===== src/rtl/sdram_client_arbiter.sv =====
`default_nettype none
// ============================================================================
// Module   : sdram_client_arbiter
// Purpose  : Arbitrates N frame-engine clients onto one SDRAM controller port.
//            One real-time client has absolute priority; the others share the
//            bus round-robin with burst locking and a per-grant word limit.
// Revision : 1.0 - initial release
// ============================================================================
module sdram_client_arbiter #(
  parameter  int NUM_CLIENTS = 4,
  parameter  int ADDR_W      = 22,
  parameter  int DATA_W      = 128,
  parameter  int RT_ID       = 0,
  parameter  int MAX_BURST   = 16,
  localparam int BE_W        = DATA_W / 8,
  localparam int ID_W        = $clog2(NUM_CLIENTS)
) (
  input  logic                          clk,
  input  logic                          reset,
  input  logic                          rt_window,
  input  logic [NUM_CLIENTS-1:0]        cli_rd,
  input  logic [NUM_CLIENTS-1:0]        cli_wr,
  input  logic [NUM_CLIENTS*ADDR_W-1:0] cli_addr,
  input  logic [NUM_CLIENTS*DATA_W-1:0] cli_wrdata,
  input  logic [NUM_CLIENTS*BE_W-1:0]   cli_be,
  output logic [NUM_CLIENTS-1:0]        cli_ac,
  output logic [NUM_CLIENTS-1:0]        cli_wait,
  output logic [DATA_W-1:0]             cli_rddata,
  output logic [ADDR_W-1:0]             ar_addr,
  output logic [BE_W-1:0]               ar_be,
  output logic                          ar_read,
  output logic                          ar_write,
  output logic [DATA_W-1:0]             ar_wrdata,
  input  logic                          ar_ac,
  input  logic [DATA_W-1:0]             ar_rddata,
  output logic [ID_W-1:0]               owner_id,
  output logic                          busy,
  output logic                          proto_err
);

  typedef enum logic [0:0] {
    ST_IDLE = 1'b0,
    ST_OWN  = 1'b1
  } state_t;

  localparam logic [ID_W-1:0] c_rt_id      = ID_W'(RT_ID);
  localparam logic [ID_W-1:0] c_rr_reset   = ID_W'(NUM_CLIENTS - 1);
  localparam logic [7:0]      c_burst_last = 8'(MAX_BURST - 1);
  localparam logic [7:0]      c_beat_sat   = 8'd255;

  state_t            r_state, w_state_nxt;
  logic [ID_W-1:0]   r_owner, w_owner_nxt;
  logic [ID_W-1:0]   r_rr_ptr, w_rr_nxt;
  logic [7:0]        r_beat_cnt, w_beat_nxt;
  logic              r_proto_err, w_proto_nxt;

  logic [ADDR_W-1:0] w_addr_arr   [NUM_CLIENTS];
  logic [DATA_W-1:0] w_wrdata_arr [NUM_CLIENTS];
  logic [BE_W-1:0]   w_be_arr     [NUM_CLIENTS];

  logic [NUM_CLIENTS-1:0] w_req;
  logic                   w_sel_valid;
  logic                   w_sel_rt;
  logic [ID_W-1:0]        w_sel_id;
  logic                   w_own_rd, w_own_wr, w_own_req;
  logic                   w_owner_is_rt;
  logic                   w_release;

  for (genvar gi = 0; gi < NUM_CLIENTS; gi++) begin : g_unpack
    assign w_addr_arr[gi]   = cli_addr[gi*ADDR_W +: ADDR_W];
    assign w_wrdata_arr[gi] = cli_wrdata[gi*DATA_W +: DATA_W];
    assign w_be_arr[gi]     = cli_be[gi*BE_W +: BE_W];
  end

  assign w_req = cli_rd | cli_wr;

  // RT wins outright; otherwise the nearest non-RT requester after rr_ptr.
  always_comb begin
    w_sel_valid = 1'b0;
    w_sel_rt    = 1'b0;
    w_sel_id    = '0;
    if (w_req[RT_ID]) begin
      w_sel_valid = 1'b1;
      w_sel_rt    = 1'b1;
      w_sel_id    = c_rt_id;
    end else if (!rt_window) begin
      for (int k = 1; k <= NUM_CLIENTS; k++) begin
        if (!w_sel_valid && (((int'(r_rr_ptr) + k) % NUM_CLIENTS) != RT_ID) &&
            w_req[(int'(r_rr_ptr) + k) % NUM_CLIENTS]) begin
          w_sel_valid = 1'b1;
          w_sel_id    = ID_W'((int'(r_rr_ptr) + k) % NUM_CLIENTS);
        end
      end
    end
  end

  assign w_own_rd      = cli_rd[r_owner];
  assign w_own_wr      = cli_wr[r_owner];
  assign w_own_req     = w_own_rd | w_own_wr;
  assign w_owner_is_rt = (r_owner == c_rt_id);
  // Non-RT grants end at a word boundary on the burst limit or an RT window.
  assign w_release     = !w_own_req ||
                         (!w_owner_is_rt && ar_ac &&
                          ((r_beat_cnt == c_burst_last) || rt_window));

  always_ff @(posedge clk) begin
    if (reset) begin
      r_state     <= ST_IDLE;
      r_owner     <= '0;
      r_rr_ptr    <= c_rr_reset;
      r_beat_cnt  <= '0;
      r_proto_err <= 1'b0;
    end else begin
      r_state     <= w_state_nxt;
      r_owner     <= w_owner_nxt;
      r_rr_ptr    <= w_rr_nxt;
      r_beat_cnt  <= w_beat_nxt;
      r_proto_err <= w_proto_nxt;
    end
  end

  always_comb begin
    w_state_nxt = r_state;
    w_owner_nxt = r_owner;
    w_rr_nxt    = r_rr_ptr;
    w_beat_nxt  = r_beat_cnt;
    w_proto_nxt = r_proto_err;
    case (r_state)
      ST_IDLE: begin
        if (w_sel_valid) begin
          w_state_nxt = ST_OWN;
          w_owner_nxt = w_sel_id;
          w_beat_nxt  = '0;
          if (!w_sel_rt) begin
            w_rr_nxt = w_sel_id;
          end
        end
      end
      ST_OWN: begin
        if (ar_ac && (r_beat_cnt != c_beat_sat)) begin
          w_beat_nxt = r_beat_cnt + 8'd1;
        end
        if (w_own_rd && w_own_wr) begin
          w_proto_nxt = 1'b1;
        end
        if (w_release) begin
          w_state_nxt = ST_IDLE;
        end
      end
      default: begin
        w_state_nxt = ST_IDLE;
      end
    endcase
  end

  always_comb begin
    ar_addr   = '0;
    ar_be     = '1;
    ar_wrdata = '0;
    ar_read   = 1'b0;
    ar_write  = 1'b0;
    cli_wait  = '1;
    cli_ac    = '0;
    if (r_state == ST_OWN) begin
      ar_addr   = w_addr_arr[r_owner];
      ar_be     = w_be_arr[r_owner];
      ar_wrdata = w_wrdata_arr[r_owner];
      // A simultaneous rd+wr is a protocol error; only the write goes out.
      ar_write  = w_own_wr;
      ar_read   = w_own_rd & ~w_own_wr;
      cli_wait  = ~(NUM_CLIENTS'(1) << r_owner);
      cli_ac    = ar_ac ? (NUM_CLIENTS'(1) << r_owner) : '0;
    end
  end

  assign cli_rddata = ar_rddata;
  assign owner_id   = r_owner;
  assign busy       = (r_state == ST_OWN);
  assign proto_err  = r_proto_err;

endmodule
`default_nettype wire


===== config.mk =====
export PLATFORM = sky130hd
export DESIGN_NAME = sdram_client_arbiter
export DESIGN_NICKNAME = d
export VERILOG_FILES = /design/src/rtl/sdram_client_arbiter.sv
export SDC_FILE = /design/constraint.sdc
export NUM_CORES = 1
export LEC_CHECK = 0
export ABC_AREA = 1
export CAP_MARGIN = 5
export CELL_PAD_IN_SITES_DETAIL_PLACEMENT = 0
export CELL_PAD_IN_SITES_GLOBAL_PLACEMENT = 1
export CORE_AREA = 2 2 427 429
export CTS_CLUSTER_SIZE = 28
export DETAILED_ROUTE_END_ITERATION = 10
export DIE_AREA = 0 0 429 431
export HOLD_SLACK_MARGIN = 0.15
export PLACE_DENSITY_LB_ADDON = 0.1
export SETUP_SLACK_MARGIN = 0.2
export SYNTH_ARGS = -nofsm -noshare
export SYNTH_HDL_FRONTEND = slang
export SYNTH_SLANG_ARGS = --single-unit

===== constraint.sdc =====
create_clock -name clk -period 2.95 [get_ports clk]
set_input_delay 0.885 -clock clk [delete_from_list [all_inputs] [get_ports clk]]
set_output_delay 0.885 -clock clk [all_outputs]
set_load 0.02 [all_outputs]

==> impl_metrics.csv, run 1 <==
group,metric,value,unit
status,status,"complete, but fails checks",
status,violations,"negative setup slack",
pwr,leakage,7.951,nW
sta,layout_min_cycle_time,3010,ps
floorplanning,io_pins,1112,
placed_design,place.gp.congestion,0.7873,
yosys,syn_nets,1718,
grt,antenna_found_initial,58,
floorplanning,fp.dieH,431,um
yosys,ys_seq_area_share,4.788,%
cells_and_area,drive_gt1_share,48.51,%
yosys,netlist_area,0.005853,mm2
worst_hold_path,min_path_type,"register to register",
grt,grt_use_met1,12.78,%
placed_design,portBuffers,855,
route,detail_route.first_pass.iterations,5,
sta,relSlewSlack,61.76,%
clock_network,cts_sinks,14,
grt,use_met2,21.57,%
sta,maxSlewViolCount,0,
sta,setup_viol,11,
critical_path,cp.arrival,2130,ps
sta,min_period_over_period,102.0,%
grt,grt_pass1_wl,138100,um
critical_path,cp-end-kind,"primary output",
floorplanning,design.die.area,0.1849,mm2
floorplanning,start_util,3.249,%
floorplanning,rows,156,
critical_path,critPathMaxFanout,1,
route,drtIter0Drc,390,
grt,grt_use_met3,2.819,%
sta,fmax,332.2,MHz
sta,worst_slew_pin_slew,573.5,ps
sta,skew,4.139,ps
yosys,yosys-top-cells-area,"a22oi_1 40%, buf_4 17%, a21oi_1 14%, nand2_1 5.0%, dfxtp_1 4.8%",
pwr,powerDensity,158.5,mW/mm2
yosys,netlist-cell-type-count,34,
critical_path,max_stage_delay,430,ps
cells_and_area,final_util,12.62,%
clock_network,clockBufferDepth,2,
yosys,synth_ff_type,"dfxtp_1",
clock_network,numCtsBuffers,3,
route,num_vias,11880,
clock_network,cts_root_buf,"clkbuf_16",
grt,grt_max_degree,33,
yosys,synth_seq_cells,14,
grt,grt_overflow_total,0,
yosys,synthCells,910,
grt,grt_pass1_vias,12590,
cells_and_area,fin_area,0.02273,mm2
sta,fin_setup_tns,-225.8,ps
critical_path,crit_chain,"clkdlybuf4s50_1 > a22oi_2 > a21oi_2 > buf_4 > buf_6",
placed_design,dpl.hpwl,91000,um
yosys,avgSynthCellArea,6.432,um2
route,postRouteWirelength,110900,um
route,post_drt_wl_per_cell,25.83,um
critical_path,cp.required,2070,ps
yosys,synth_largest_area_cell,"a22oi_1",
clock_network,h-tree-depth,1,
route,via_per_inst,2.766,
cells_and_area,most-common-layout-cells,"612 x clkdlybuf4s50_1, 215 x buf_4, 213 x a22oi_2",
critical_path,crit_type,"input port to primary output",
route,drtAntennaViolNets,0,
sta,rsz0062_at_grt,"yes",
yosys,yosysTopAreaCellShare,39.50,%
placed_design,placed_area,0.01831,mm2
job,drv_cap,0,
pwr,peakVddDrop,0.0001274,V
sta,final-hold-violation-count,0,
yosys,async_flop_share,0,%
yosys,synth_edf_count,0,
yosys,yosysWarnings,0,
route,drc,0,
grt,grtUsageTotal,11.29,%
floorplanning,die_width,429,um
floorplanning,core,0.1802,mm2
sta,fin_ws,-60.26,ps
cells_and_area,nets,2724,
cells_and_area,areaGrowthSynthToFinish,288.4,%
critical_path,cp_slowest_cell,"a22oi_2",
clock_network,cts.clk_slew.worst_paths,50,ps
clock_network,clk_latency,250,ps
critical_path,crit_path_start_kind,"input port",
clock_network,cts_tree,"yes",
clock_network,hold_buffers,0,
grt,gr-max-usage-layer,"met2",
sta,whs,448.9,ps
cells_and_area,mostFrequentLayoutCell,"clkdlybuf4s50_1",
==> power breakdown <==
part	leakage, nW	total [mW]	switching [mW]	internal [mW]
Combinational	7.79	3.10	1.41	1.69
Clock	0.0442	0.304	0.0971	0.206
Sequential	0.115	0.202	0.00739	0.194
Total	7.95	3.60	1.51	2.09
==> routing by layer <==
metal	part of all wire [%]	up-vias
li1	-	5410
met1	38	5767
met2	54	516
met3	6.0	134
met4	1.5	48
met5	0.26	-
==> cell type report <==
cell class	count	area (um2)
multi-input combinational	651	5873
inverter	25	136.4
tap	2370	2965
timing repair buffer	1221	13360
fill	20610	157400
antenna	8	20.02
sequential	14	285.3
clock buffer	4	88.84
==> flip-flops by register name (all words and copies together), names as in the netlist <==
signal,cells
proto_err,1
r_beat_cnt,8
owner_id,2
busy,1
r_rr_ptr,2
==> stage by stage <==
step	setup slack [ps]	power, mW	instances
final	-60.26	3.602	4293
after global placement	-955.8	2.996	4130
after floorplan	293.7	1.120	910
after CTS	-52.84	3.571	4252
after global routing	-118.2	3.796	4291
after detailed placement	-768.2	2.983	4130
==> synth_stat cells, types with 4 or more instances <==
library cell / number
buf_2: 26
buf_4: 129
a22oi_1: 308
clkbuf_1: 58
nor2_1: 14
a21oi_1: 167
nand2_2: 7
nand2_1: 78
ha_1: 4
a21oi_2: 6
nand3_2: 9
o21ai_0: 8
inv_1: 20
dfxtp_1: 14
buf_1: 7
nand4_1: 18
nand3_1: 9
==> repair_timing <==
item,in CTS,in global routing
pin swaps,218,124
setup buffers,103,30
cloned,15,3
gates resized for setup,1011,214
endpoints found under the setup margin,176,186
==> kinds of logic after synthesis <==
group	Yosys count	synth area share, %
AO/OA/AOI/OAI	495	56.14
XOR/XNOR	1	0.1497
adder cells (fa/ha/maj)	4	0.8551
buffers and inverters	245	24.54
flip-flops	14	4.788
AND/OR/NAND/NOR	151	13.53
==> worst max-delay path: cells and delay by family <==
kind | cells | cell delay (ps)
AO/OA/AOI/OAI | 2 | 540
buffers and inverters | 3 | 700
==> final timing paths <==
check / start / end / slack, ps / depth (start not counted)
max: cli_wrdata[318] / ar_wrdata[62] / -60 / 5
min: proto_err$_SDFFE_PP0P_ / proto_err$_SDFFE_PP0P_ / 450 / 2
max reg2reg: r_rr_ptr[1]$_SDFFE_PP1P_ / r_beat_cnt[4]$_SDFFE_PP0P_ / 760 / 13
min reg2reg: proto_err$_SDFFE_PP0P_ / proto_err$_SDFFE_PP0P_ / 450 / 2
Note: power is estimated with default switching activity, not from simulation.
==> inputs of run 2 (changes only) <==
CORE_AREA = 2 2 428 430   (was 2 2 427 429)
DIE_AREA = 0 0 430 432   (was 0 0 429 431)
PLACE_DENSITY = 0.31   (was unset)
PLACE_DENSITY_LB_ADDON = unset   (was 0.1)
clock period = 2.55 ns   (was 2.95 ns; I/O delays follow)
==> run 2 against run 1 <==
The flow still finishes with violations (negative setup slack). Final cell count decreased by 2.2%. Clock skew decreased by 2.8 ps. Count of clock-buffer cells in the layout unchanged. Power increased by 11%. Hold slack improved by 26 ps. Final area decreased by 6.0%. Global-route usage increased by 1.6 points. Critical path depth increased by 5. Clock power increased by 12%.
==> impl_metrics.csv, run 2 (synthesis gave the netlist of run 1 again) <==
group,metric,value,unit
critical_path,crit_chain,"buf_6 > nor2_4 > buf_12 > buf_16 > buf_16 > buf_12 > a22oi_2 > buf_6 > a21oi_4 > buf_12",
placed_design,pre_cts_ws,-789.3,ps
sta,fin_setup_tns,-13290,ps
floorplanning,start_util,3.221,%
critical_path,cp.arrival,1990,ps
cells_and_area,mostFrequentLayoutCell,"clkdlybuf4s50_1",
floorplanning,rows,157,
grt,grt_pass1_wl,152700,um
grt,grt_max_degree,41,
cells_and_area,fin_area,0.02136,mm2
grt,grtUsageTotal,12.94,%
pwr,powerDensity,186.3,mW/mm2
clock_network,clockBufferDepth,2,
route,drtAntennaViolNets,0,
pwr,peakVddDrop,0.0002319,V
cells_and_area,fillers,20910,
route,postRouteWirelength,127000,um
route,post_drt_wl_per_cell,30.24,um
floorplanning,die_width,430,um
sta,fmax,363.4,MHz
clock_network,h-tree-depth,1,
grt,grt_use_met1,13.32,%
critical_path,worst_path_most_repeated_cell,"buf_12",
sta,skew,1.290,ps
critical_path,critPathMaxFanout,7,
floorplanning,fp.dieH,432,um
pwr,leakage,7.100,nW
placed_design,place.gp.congestion,0.8600,
grt,antenna_found_initial,178,
status,status,"complete, but fails checks",
status,violations,"negative setup slack",
clock_network,cts_root_buf,"clkbuf_16",
sta,layout_min_cycle_time,2751,ps
sta,relSlewSlack,75.27,%
route,drtIter0Drc,507,
route,detail_route.first_pass.iterations,5,
clock_network,cts.clk_slew.worst_paths,50,ps
critical_path,crit_type,"register to primary output",
cells_and_area,final_util,11.76,%
grt,grt_use_met3,6.323,%
clock_network,clk_latency,250,ps
placed_design,placed_area,0.01829,mm2
critical_path,cp-end-kind,"primary output",
clock_network,hold_buffers,0,
sta,maxSlewViolCount,0,
grt,grt_overflow_total,0,
clock_network,cts_tree,"yes",
floorplanning,core,0.1817,mm2
clock_network,numCtsBuffers,3,
sta,rsz0062_at_grt,"yes",
clock_network,cts_sinks,14,
sta,min_period_over_period,107.9,%
cells_and_area,regMostFlops,"r_beat_cnt",
cells_and_area,most-common-layout-cells,"655 x clkdlybuf4s50_1, 177 x a22oi_2, 167 x buf_4",
floorplanning,design.die.area,0.1858,mm2
route,drc,0,
floorplanning,io_pins,1112,
critical_path,crit_path_start_kind,"register",
cells_and_area,areaGrowthSynthToFinish,265.0,%
pwr,p_total,3.981,mW
cells_and_area,nets,2608,
placed_design,dpl.hpwl,109800,um
sta,setup_viol,148,
critical_path,cp.required,1790,ps
critical_path,cp_slowest_cell,"dfxtp_4",
cells_and_area,largest_reg_flops,8,
job,drv_cap,0,
cells_and_area,drive_gt1_share,44.80,%
worst_hold_path,min_path_type,"register to register",
route,num_vias,11990,
grt,gr-max-usage-layer,"met2",
critical_path,max_stage_delay,370,ps
sta,fin_ws,-201.4,ps
grt,grt_pass1_vias,12280,
route,via_per_inst,2.856,
placed_design,portBuffers,855,
sta,final-hold-violation-count,0,
sta,worst_slew_pin_slew,370.9,ps
grt,use_met2,23.72,%
run 2: cell count changes in the layout (fill, tap and decap cells not counted), moves of 43 or more:
cell and change:
dlygate4sd2_1 -51, buf_6 -55, buf_4 -48, clkdlybuf4s50_1 +43
run 2: cell type report:
class | count | area, um2 | area share, %
timing repair inverter | 1 | 20.02 | 0.09370
tap | 2385 | 2984 | 13.97
timing repair buffer | 1103 | 11990 | 56.14
clock buffer | 4 | 88.84 | 0.4158
antenna | 16 | 40.04 | 0.1874
inverter | 25 | 156.4 | 0.7321
multi-input combinational | 652 | 5794 | 27.12
sequential | 14 | 287.8 | 1.347
run 2: repair_timing:
item / CTS / global route
gates cloned: 13 / 4
resized for setup: 730 / 264
pin swaps: 109 / 85
setup endpoints to repair: 190 / 190
setup buffers: 53 / 14
run 2: worst paths after layout:
path	start	endpoint	slack, ps	cells after the start
hold reg to reg	proto_err$_SDFFE_PP0P_	proto_err$_SDFFE_PP0P_	470	2
setup / recovery	owner_id[0]$_SDFFE_PP0P_	ar_wrdata[65]	-200	10
hold / removal	proto_err$_SDFFE_PP0P_	proto_err$_SDFFE_PP0P_	470	2
setup reg to reg	r_rr_ptr[1]$_SDFFE_PP1P_	r_beat_cnt[4]$_SDFFE_PP0P_	400	13
run 2: per-layer routing:
metal  routed length (um)  part of all wire, %
met5                  786                 0.62
met3                14450                   11
met1                43930                   35
met4                 3209                  2.5
met2                64620                   51
run 2: worst max-delay path: cells and delay by family (launching register included):
kind	cells	cell delay, ps
buffers and inverters	7	1000
DFF	1	370
AOI/OAI and AO/OA	2	200
and+or+nand+nor	1	110
run 2: power by group:
group,internal (mW),leakage [nW],total [mW],switching (mW)
Combinational,1.85,6.94,3.41,1.56
Clock,0.238,0.0443,0.339,0.101
Sequential,0.224,0.115,0.233,0.00889
Total,2.32,7.10,3.98,1.67
run 2: stage by stage:
stage	instances	hold slack [ps]
finish	4200	474.5
global route	4188	514.3
CTS	4166	497.0
detailed placement	4096	488.2
global placement	4096	487.9
floorplan	910	464.5
==> inputs of run 3 (changes only) <==
CORE_AREA = 2 2 427 429   (was 2 2 428 430)
DIE_AREA = 0 0 429 431   (was 0 0 430 432)
PLACE_DENSITY = 0.3   (was 0.31)
clock period = 3.19 ns   (was 2.55 ns; I/O delays follow)
==> run 3 against run 2 <==
The flow now finishes without violations. Hold slack got worse by 8.2 ps. Final cell count fell by 0.48%. Wire length rose by 3.5%. Critical path type is now input port to primary output. Highest routed layer unchanged.
==> impl_metrics.csv, run 3 (synthesis gave the netlist of run 1 again) <==
group,metric,value,unit
sta,min_period_over_period,95.71,%
placed_design,dpl.hpwl,113700,um
critical_path,cp.arrival,2100,ps
floorplanning,core,0.1802,mm2
floorplanning,design.die.area,0.1849,mm2
cells_and_area,multi_input_area,0.005142,mm2
status,status,"finished clean",
cells_and_area,fin_area,0.02023,mm2
placed_design,portBuffers,855,
critical_path,cp.required,2230,ps
grt,antenna_found_initial,147,
critical_path,crit_chain,"clkdlybuf4s50_1 > a22oi_2 > a21oi_2 > buf_4 > buf_12",
pwr,powerDensity,154.0,mW/mm2
route,postRouteWirelength,131400,um
route,detail_route.first_pass.iterations,4,
critical_path,cp-end-kind,"primary output",
route,num_vias,11910,
critical_path,crit_path_start_kind,"input port",
critical_path,critPathMaxFanout,1,
sta,maxSlewViolCount,0,
sta,setup_viol,0,
floorplanning,start_util,3.249,%
sta,worst_slew_pin_slew,461.6,ps
clock_network,h-tree-depth,1,
clock_network,clockBufferDepth,2,
cells_and_area,most-common-layout-cells,"576 x clkdlybuf4s50_1, 214 x a22oi_1, 181 x buf_4",
critical_path,max_stage_delay,490,ps
cells_and_area,areaGrowthSynthToFinish,245.6,%
clock_network,numCtsBuffers,3,
critical_path,crit_family,"buffers and inverters",
sta,skew,2.522,ps
floorplanning,io_pins,1112,
clock_network,cts_root_buf,"clkbuf_16",
floorplanning,rows,156,
critical_path,cp_slowest_cell,"clkdlybuf4s50_1",
grt,grtUsageTotal,13.34,%
placed_design,place.gp.congestion,0.8766,
critical_path,path_buf_inv,3,
pwr,leakage,7.113,nW
pwr,peakVddDrop,0.0001347,V
sta,layout_min_cycle_time,3053,ps
clock_network,cts_sinks,14,
route,drtIter0Drc,707,
clock_network,clk_latency,250,ps
route,drc,0,
grt,grt_overflow_total,0,
sta,fin_setup_tns,0,ps
cells_and_area,regArea,289.0,um2
cells_and_area,nets,2605,
clock_network,cts.clk_slew.worst_paths,50,ps
sta,final-hold-violation-count,0,
critical_path,crit_type,"input port to primary output",
sta,rsz0062_at_grt,"yes",
sta,fmax,327.5,MHz
job,drv_cap,0,
grt,grt_pass1_wl,156300,um
route,drtAntennaViolNets,0,
cells_and_area,mostFrequentLayoutCell,"clkdlybuf4s50_1",
cells_and_area,fillers,20920,
worst_hold_path,min_path_type,"register to register",
clock_network,cts_tree,"yes",
cells_and_area,drive_gt1_share,35.63,%
floorplanning,fp.dieH,431,um
sta,whs,466.3,ps
grt,grt_pass1_vias,12030,
route,via_per_inst,2.850,
grt,grt_max_degree,43,
placed_design,placed_area,0.01802,mm2
floorplanning,die_width,429,um
cells_and_area,largest_reg_flops,8,
sta,relSlewSlack,69.23,%
route,post_drt_wl_per_cell,31.44,um
cells_and_area,regMostFlops,"r_beat_cnt",
[run 3: cell count changes in the layout (fill, tap and decap cells not counted), sizes merged, moves of 2 or more]
cell,before,now
diode,16,14
clkbuf,8,26
clkdlybuf4s15,12,10
buf,406,381
dlymetal6s2s,10,12
dlygate4sd2,15,93
inv,25,28
clkdlybuf4s50,655,576
bufbuf,1,3
[run 3: what timing repair did]
item / in CTS / in global routing
pin swaps: 65 / 48
cloned: 12 / 6
setup endpoints to repair: 170 / 110
hold buffers: 0 / 0
setup buffers: 49 / 15
resized for setup: 660 / 148
[run 3: worst paths after layout]
| kind | cells after the start | endpoint | start | slack, ps |
|---|---|---|---|---|
| setup / recovery | 5 | ar_wrdata[33] | cli_wrdata[289] | 140 |
| hold / removal | 2 | proto_err$_SDFFE_PP0P_ | proto_err$_SDFFE_PP0P_ | 470 |
| setup reg to reg | 14 | r_beat_cnt[4]$_SDFFE_PP0P_ | r_rr_ptr[0]$_SDFFE_PP1P_ | 860 |
| hold reg to reg | 2 | proto_err$_SDFFE_PP0P_ | proto_err$_SDFFE_PP0P_ | 470 |
[run 3: per-stage QoR]
step	power, mW	setup slack (ps)	instances	util (%)
3_3_place_gp	2.723	-638.6	4081	10.00
3_5_place_dp	2.712	-625.3	4081	10.00
6_report	3.115	136.9	4180	11.23
5_1_grt	3.268	108.1	4169	11.21
4_1_cts	3.113	-19.63	4146	10.93
2_1_floorplan	1.036	461.7	910	-
[run 3: report_power, final]
part | internal, mW | leakage (nW) | switching (mW)
registers | 0.180 | 0.115 | 0.00962
logic | 1.39 | 6.95 | 1.26
clock network | 0.191 | 0.0442 | 0.0804
[run 3: worst min-delay path, cell delays in order (launching register included)]
cell     delay [ps]
dfxtp_1         310
inv_1            50
a21oi_1          50
[run 3: area by class of cell]
cell class	count	area share (%)
timing repair buffer	1097	56.65
multi-input combinational	651	25.42
tap	2370	14.66
sequential	14	1.429
inverter	25	0.9463
clock buffer	4	0.4391
timing repair inverter	5	0.2845
antenna	14	0.1732
[run 3: per-layer routing]
| layer | global-route usage (%) | part of all wire (%) |
|---|---|---|
| met1 | 14.72 | 37 |
| met2 | 21.81 | 46 |
| met3 | 8.485 | 14 |
| met4 | 2.109 | 2.0 |
| met5 | 0 | 0.64 |
